===== config.mk =====
export PLATFORM = sky130hd
export DESIGN_NAME = core_sequencer_flat
export DESIGN_NICKNAME = d
export VERILOG_FILES = /design/src/rtl/core_sequencer_if.sv /design/src/rtl/core_sequencer.sv /design/src/flat_wrapper.sv
export SDC_FILE = /design/constraint.sdc
export NUM_CORES = 1
export LEC_CHECK = 0
export ABC_AREA = 0
export BUFFER_PORTS_ARGS = -buffer_cell sky130_fd_sc_hd__buf_2
export CORE_MARGIN = 3
export CORE_UTILIZATION = 40
export DETAILED_ROUTE_END_ITERATION = 8
export MAX_ROUTING_LAYER = met4
export SLEW_MARGIN = 5
export SYNTH_ARGS = -nofsm -noshare
export SYNTH_HDL_FRONTEND = slang
export SYNTH_SLANG_ARGS = --single-unit

===== constraint.sdc =====
create_clock -name clk -period 5.3 [get_ports clk]
set_clock_uncertainty 0.1 [all_clocks]
set_input_delay 0.53 -clock clk [delete_from_list [all_inputs] [get_ports clk]]
set_output_delay 0.53 -clock clk [all_outputs]
set_load 0.005 [all_outputs]

===== src/rtl/core_sequencer_if.sv =====
`default_nettype none
// ----------------------------------------------------------------------------
// core_sequencer_if : run control, stage handshakes and status of the sequencer
// Rev 1.0
// ----------------------------------------------------------------------------
interface core_sequencer_if #(
  parameter int CNT_W = 32
);
  logic             run;
  logic             halt_req;
  logic             fetch_en;
  logic             decode_en;
  logic             exec_en;
  logic             mem_en;
  logic             write_en;
  logic             fetch_done;
  logic             decode_done;
  logic             exec_done;
  logic             mem_done;
  logic             write_done;
  logic [5:0]       opcode;
  logic             busy;
  logic             halted;
  logic             error;
  logic [2:0]       err_stage;
  logic [CNT_W-1:0] cycle_count;
  logic [CNT_W-1:0] instr_count;

  // Sequencer side
  modport master (
    input  run, halt_req, opcode,
    input  fetch_done, decode_done, exec_done, mem_done, write_done,
    output fetch_en, decode_en, exec_en, mem_en, write_en,
    output busy, halted, error, err_stage, cycle_count, instr_count
  );

  // Host / stage-module side
  modport slave (
    output run, halt_req, opcode,
    output fetch_done, decode_done, exec_done, mem_done, write_done,
    input  fetch_en, decode_en, exec_en, mem_en, write_en,
    input  busy, halted, error, err_stage, cycle_count, instr_count
  );
endinterface
`default_nettype wire


===== src/rtl/core_sequencer.sv =====
`default_nettype none
// ----------------------------------------------------------------------------
// core_sequencer : in-order fetch/decode/exec/mem/write sequencer with opcode
// stage skipping, halt, per-stage timeout and saturating perf counters. Rev 1.0
// ----------------------------------------------------------------------------
module core_sequencer #(
  parameter int TIMEOUT = 1023,
  parameter int CNT_W   = 32
) (
  input wire               clk,
  input wire               rstn,
  core_sequencer_if.master bus
);
  typedef enum logic [2:0] {
    S_IDLE   = 3'd0,
    S_FETCH  = 3'd1,
    S_DECODE = 3'd2,
    S_EXEC   = 3'd3,
    S_MEM    = 3'd4,
    S_WRITE  = 3'd5,
    S_HALT   = 3'd6,
    S_ERROR  = 3'd7
  } state_t;

  localparam logic [15:0]      TIMEOUT_CNT = 16'(TIMEOUT);
  localparam logic [CNT_W-1:0] CNT_MAX     = '1;

  state_t           state_q, state_d;
  logic             first_q, first_d;
  logic [15:0]      wait_q, wait_d;
  logic [5:0]       opcode_q, opcode_d;
  logic             error_q, error_d;
  logic [2:0]       err_stage_q, err_stage_d;
  logic [CNT_W-1:0] cycle_count_q, cycle_count_d;
  logic [CNT_W-1:0] instr_count_q, instr_count_d;

  logic stage_active;
  logic stage_done;
  logic done_ok;
  logic retire;
  logic needs_write;
  logic is_mem_op;

  function automatic logic is_stage(input state_t s);
    return (s == S_FETCH) || (s == S_DECODE) || (s == S_EXEC) ||
           (s == S_MEM)   || (s == S_WRITE);
  endfunction

  assign stage_active = is_stage(state_q);
  assign is_mem_op    = (opcode_q[5:4] == 2'b10);
  assign needs_write  = !((opcode_q == 6'b000010) || (opcode_q == 6'b000100) ||
                          (opcode_q == 6'b000101) || (opcode_q[5:3] == 3'b101));

  always_comb begin
    stage_done = 1'b0;
    case (state_q)
      S_FETCH:  stage_done = bus.fetch_done;
      S_DECODE: stage_done = bus.decode_done;
      S_EXEC:   stage_done = bus.exec_done;
      S_MEM:    stage_done = bus.mem_done;
      S_WRITE:  stage_done = bus.write_done;
      default:  stage_done = 1'b0;
    endcase
  end

  // A done in the enable cycle itself is not a completion.
  assign done_ok = stage_active && !first_q && stage_done;

  always_comb begin
    state_d       = state_q;
    opcode_d      = opcode_q;
    error_d       = error_q;
    err_stage_d   = err_stage_q;
    instr_count_d = instr_count_q;
    retire        = 1'b0;

    case (state_q)
      S_IDLE, S_HALT: if (bus.run) state_d = S_FETCH;
      S_FETCH:        if (done_ok) state_d = S_DECODE;
      S_DECODE: begin
        if (done_ok) begin
          state_d  = S_EXEC;
          opcode_d = bus.opcode;
        end
      end
      S_EXEC: begin
        if (done_ok) begin
          if (is_mem_op)        state_d = S_MEM;
          else if (needs_write) state_d = S_WRITE;
          else                  retire  = 1'b1;
        end
      end
      S_MEM: begin
        if (done_ok) begin
          if (needs_write) state_d = S_WRITE;
          else             retire  = 1'b1;
        end
      end
      S_WRITE: if (done_ok) retire = 1'b1;
      default: state_d = state_q;
    endcase

    if (retire) begin
      state_d = bus.halt_req ? S_HALT : S_FETCH;
      if (instr_count_q != CNT_MAX) instr_count_d = instr_count_q + 1'b1;
    end

    // A done landing on the timeout cycle has already been taken above.
    if (stage_active && !first_q && !stage_done && (wait_q == TIMEOUT_CNT)) begin
      state_d     = S_ERROR;
      error_d     = 1'b1;
      err_stage_d = 3'(state_q) - 3'd1;
    end

    first_d = is_stage(state_d) && (state_d != state_q);

    if (state_d != state_q) wait_d = '0;
    else if (stage_active)  wait_d = wait_q + 16'd1;
    else                    wait_d = wait_q;

    cycle_count_d = cycle_count_q;
    if (stage_active && (cycle_count_q != CNT_MAX)) cycle_count_d = cycle_count_q + 1'b1;
  end

  always_ff @(posedge clk) begin
    if (!rstn) begin
      state_q       <= S_IDLE;
      first_q       <= 1'b0;
      wait_q        <= '0;
      opcode_q      <= '0;
      error_q       <= 1'b0;
      err_stage_q   <= '0;
      cycle_count_q <= '0;
      instr_count_q <= '0;
    end else begin
      state_q       <= state_d;
      first_q       <= first_d;
      wait_q        <= wait_d;
      opcode_q      <= opcode_d;
      error_q       <= error_d;
      err_stage_q   <= err_stage_d;
      cycle_count_q <= cycle_count_d;
      instr_count_q <= instr_count_d;
    end
  end

  assign bus.fetch_en    = first_q && (state_q == S_FETCH);
  assign bus.decode_en   = first_q && (state_q == S_DECODE);
  assign bus.exec_en     = first_q && (state_q == S_EXEC);
  assign bus.mem_en      = first_q && (state_q == S_MEM);
  assign bus.write_en    = first_q && (state_q == S_WRITE);
  assign bus.busy        = stage_active;
  assign bus.halted      = (state_q == S_HALT);
  assign bus.error       = error_q;
  assign bus.err_stage   = err_stage_q;
  assign bus.cycle_count = cycle_count_q;
  assign bus.instr_count = instr_count_q;
endmodule
`default_nettype wire


===== src/flat_wrapper.sv =====
// flat-port wrapper written by rule: the top's interface ports become plain ports
module core_sequencer_flat 
#(
  parameter int TIMEOUT = 1023,
  parameter int CNT_W   = 32
)
  (clk, rstn, bus_run, bus_halt_req, bus_opcode, bus_fetch_done, bus_decode_done, bus_exec_done, bus_mem_done, bus_write_done, bus_fetch_en, bus_decode_en, bus_exec_en, bus_mem_en, bus_write_en, bus_busy, bus_halted, bus_error, bus_err_stage, bus_cycle_count, bus_instr_count);
  core_sequencer_if #(.CNT_W(CNT_W)) bus_i ();
  input wire clk;
  input wire rstn;
  input wire logic [$bits(bus_i.run)-1:0] bus_run;
  input wire logic [$bits(bus_i.halt_req)-1:0] bus_halt_req;
  input wire logic [$bits(bus_i.opcode)-1:0] bus_opcode;
  input wire logic [$bits(bus_i.fetch_done)-1:0] bus_fetch_done;
  input wire logic [$bits(bus_i.decode_done)-1:0] bus_decode_done;
  input wire logic [$bits(bus_i.exec_done)-1:0] bus_exec_done;
  input wire logic [$bits(bus_i.mem_done)-1:0] bus_mem_done;
  input wire logic [$bits(bus_i.write_done)-1:0] bus_write_done;
  output wire logic [$bits(bus_i.fetch_en)-1:0] bus_fetch_en;
  output wire logic [$bits(bus_i.decode_en)-1:0] bus_decode_en;
  output wire logic [$bits(bus_i.exec_en)-1:0] bus_exec_en;
  output wire logic [$bits(bus_i.mem_en)-1:0] bus_mem_en;
  output wire logic [$bits(bus_i.write_en)-1:0] bus_write_en;
  output wire logic [$bits(bus_i.busy)-1:0] bus_busy;
  output wire logic [$bits(bus_i.halted)-1:0] bus_halted;
  output wire logic [$bits(bus_i.error)-1:0] bus_error;
  output wire logic [$bits(bus_i.err_stage)-1:0] bus_err_stage;
  output wire logic [$bits(bus_i.cycle_count)-1:0] bus_cycle_count;
  output wire logic [$bits(bus_i.instr_count)-1:0] bus_instr_count;
  assign bus_i.run = bus_run;
  assign bus_i.halt_req = bus_halt_req;
  assign bus_i.opcode = bus_opcode;
  assign bus_i.fetch_done = bus_fetch_done;
  assign bus_i.decode_done = bus_decode_done;
  assign bus_i.exec_done = bus_exec_done;
  assign bus_i.mem_done = bus_mem_done;
  assign bus_i.write_done = bus_write_done;
  assign bus_fetch_en = bus_i.fetch_en;
  assign bus_decode_en = bus_i.decode_en;
  assign bus_exec_en = bus_i.exec_en;
  assign bus_mem_en = bus_i.mem_en;
  assign bus_write_en = bus_i.write_en;
  assign bus_busy = bus_i.busy;
  assign bus_halted = bus_i.halted;
  assign bus_error = bus_i.error;
  assign bus_err_stage = bus_i.err_stage;
  assign bus_cycle_count = bus_i.cycle_count;
  assign bus_instr_count = bus_i.instr_count;
  core_sequencer #(.TIMEOUT(TIMEOUT), .CNT_W(CNT_W)) u_core (.clk(clk), .rstn(rstn), .bus(bus_i));
endmodule

==> out/results.ini <==
[outcome]
status=finished, final reports clean

[power_and_ir_drop]
pwr-share-clk_pct=44.4
combPwrFrac_pct=10.0
peakVddDrop_mv=0.229
powerDensity_nw_per_um2=270
swShare_pct=24.6
total_power_w=0.00160
internal_power_w=0.00120
p_leak_nw=2.34
power.switching_w=0.000393
seq_power_share_pct=45.6

[setup_path]
worstReg2RegStart=u_core.state_q[0]$_SDFF_PN0_
rrSetupSlack_ps=1620
critical_path.max_fanout=16
cp_cell_sequence=inv_1 > ha_1 > a22oi_2 > a221oi_4 > nor4_2 > a2111oi_4 > a211oi_2 > nor4b_4 > nor4_1
slowest_delay_ps=850
path_delay_family=compound AO/OA/AOI/OAI gates
cp.required_ps=5400
cp.depth=9
critPathArrivalTime_ps=3770
worstSetupPathType=reg2reg
rr_endpoint=u_core.wait_q[10]$_SDFFE_PP0N_
worstSetupStartpointType=register
cp_slowest_cell=nor4b_4
cp.buffers_inverters=1
r2r_cells=9
critPathCaptureType=register

[floorplanning]
die-area_um2=14000
die_h_um=118
pin_count=90
rows=40
coreArea_um2=12200
start_util_pct=41.6
die_x_um=118

[grt]
grt_usage_pct=18.3
met1_usage_pct=22.5
grt_pass1_vias=4327
grt_max_degree=38
grt_pass1_wl_mm=20.9
antenna_found_initial=0
gr-usage-met3_pct=5.26
grt_busiest_layer=met2
grt_overflow=0
grt_use_met2_pct=29.3

[yosys]
synth_ff_type=dfxtp_1
ys_seq_area_share_pct=37.2
synth_edf_count=0
synth_seq_cells=94
yosysWarnings=0
syn_area_per_cell_um2=8.44
async_flop_share_pct=0
yosysUniqueCellTypes=65
synth_fp_nets=622
postSynthCellCount=599
syn_area_um2=5050

[route]
drtIter0Drc=272
wl_per_cell_um=14.8
ant_nets=0
post-route-drc-count=0
drt_wl_total_mm=12.5
vias=4599
firstDrtPassIters=5
routed_via_density=5.44

[timing]
setup_ws_ps=1620
max_freq_mhz=272
fin_crit_sh_pct=69.4
setup_tns_ps=0
slew_headroom_pct=32.9
slew_violations=0
grt_setup_unrepaired=false
setup_violations=0
fin_crit_ps=3680
worst_slew_pin_slew_ps=992
hold_violations=0
fin_hold_ws_ps=306

[worst_hold_path]
min_path_cells=3
holdCritPathClass=in2reg
hold-path-endpoint=u_core.opcode_q[4]$_SDFFE_PN0P_
min_from=bus_opcode[4]

[clock_network]
holdBufCountCts=0
htree_levels=3
clock_sinks=94
numCtsBuffers=9
root_buffer=clkbuf_16
cts_buffer_depth=2
clk_pin_slew_ps=70
post_cts_resized=0
post_cts_buffers=0
cts_tree=done
clock_latency_ps=350

[cells_and_area]
drive_gt1_share_pct=19.2
layout.nets=695
final_area_um2=5910
num_antenna_cells=0
areaGrowthSynthToFinish_pct=16.9

[job]
drv_cap=0

[placed_design]
globalplace.congestion=0.868
dp_hpwl_mm=8.79
portBuffers=89
place_ws_ps=1650
placed_area_um2=5590

-- how the worst max path moves through the flow --
stage | start | endpoint | slack, ps
6_report | u_core.state_q[0]$_SDFF_PN0_ | u_core.wait_q[10]$_SDFFE_PP0N_ | 1620
4_1_cts | u_core.state_q[0]$_SDFF_PN0_ | u_core.wait_q[14]$_SDFFE_PP0N_ | 1640
3_5_place_dp | u_core.state_q[0]$_SDFF_PN0_ | u_core.wait_q[1]$_SDFFE_PP0N_ | 1650
5_1_grt | u_core.state_q[0]$_SDFF_PN0_ | u_core.bus.instr_count[25]$_SDFFE_PN0P_ | 1400
3_3_place_gp | u_core.state_q[0]$_SDFF_PN0_ | u_core.wait_q[15]$_SDFFE_PP0N_ | 1780
2_1_floorplan | u_core.state_q[0]$_SDFF_PN0_ | u_core.wait_q[10]$_SDFFE_PP0N_ | 2320
-- cell type report --
type / instances / area [µm²]
fillers: 1176 / 6250
multi-input cells: 456 / 2960
flip-flops and latches: 94 / 1880
repair buffers: 92 / 468
clock buffers: 11 / 243
well taps: 168 / 210
clock inverters: 5 / 81.3
inverters: 19 / 71.3
-- power by group through the flow --
stage	sequential, W	combinational, W	clock [W]
2_1_floorplan	0.000740	0.000132	0
3_3_place_gp	0.000743	0.000156	0
3_5_place_dp	0.000744	0.000159	0
4_1_cts	0.000727	0.000160	0.000733
5_1_grt	0.000729	0.000176	0.000759
6_report	0.000727	0.000160	0.000708
-- layout by cell type (no fill, tap or decap), drive strengths merged, types with 3 or more instances in the layout --
cell type,synthesis,layout
nor2b,3,3
xnor2,42,42
and3,25,25
nor2,67,67
clkbuf,18,11
or3,18,18
buf,12,92
o21ai,23,23
ha,8,8
nor4,24,24
inv,19,20
dfxtp,94,94
nor4b,3,3
a21oi,27,27
a211oi,3,3
nand3,26,26
mux2i,10,10
nand2b,4,4
or4,7,7
nand2,54,54
o31ai,4,4
and4,8,8
xor2,18,18
and2,14,14
a22oi,3,3
nand4,27,27
nor3,9,9
nor3b,4,4
-- synthesized netlist by cell type (4+ instances only) --
library cell  count  area (µm²)
nor4_1           20         125
xor2_1           18         158
xnor2_1          41         359
nand3_1          26         130
dfxtp_1          94        1880
and4_1            7        61.3
clkbuf_1         18        67.6
nor3b_1           4        30.0
o21ai_0          20         100
inv_1            18        67.6
a21oi_1          26         130
ha_1              8         100
mux2i_1          10         100
nand2_1          54         203
or3_1            18         113
nand4_1          26         163
nand2b_1          4        25.0
nor4_2            4        50.1
nor3_1            9        45.0
o31ai_1           4        30.0
and3_1           25         156
or4_1             7        52.6
and2_1           13        81.3
buf_2             6        30.0
nor2_1           67         251
-- kinds of logic (layout without fill, tap and decap cells) --
| group | count (synthesis) | count (layout) | synth area share (%) |
|---|---|---|---|
| DFF | 94 | 94 | 37.2 |
| buffers and inverters | 49 | 127 | 4.31 |
| AOI/OAI and AO/OA | 77 | 77 | 11.3 |
| and+or+nand+nor | 301 | 301 | 32.7 |
| muxes | 10 | 10 | 1.98 |
| xor gates and xnor gates | 60 | 60 | 10.5 |
| adders and majority gates | 8 | 8 | 1.98 |
-- stage by stage --
step | cells | util (%)
after floorplan | 599 | -
after global placement | 829 | 45.9
after detailed placement | 829 | 45.9
after CTS | 845 | 48.6
after global routing | 845 | 48.6
final | 845 | 48.6
-- worst reg2reg max path, stage by stage, from the launching register on --
cell and delay [ps]:
dfxtp_1 400, inv_1 260, ha_1 470, a22oi_2 150, a221oi_4 490, nor4_2 120, a2111oi_4 420, a211oi_2 160
nor4b_4 850, nor4_1 120
-- state kept, by name, indices dropped and copies added (netlist names) --
signal / flops
u_core.first_q: 1
u_core.bus.cycle_count: 32
u_core.bus.error: 1
u_core.wait_q: 16
u_core.bus.instr_count: 32
u_core.state_q: 3
u_core.opcode_q: 6
u_core.bus.err_stage: 3
-- per-layer routing --
layer | wire length [µm] | vias up
li1 | - | 2288
met1 | 5670 | 2167
met2 | 5950 | 124
met3 | 690 | 20
met4 | 210 | 0
met5 | 0 | -
Power figures use the tool's default switching activity.
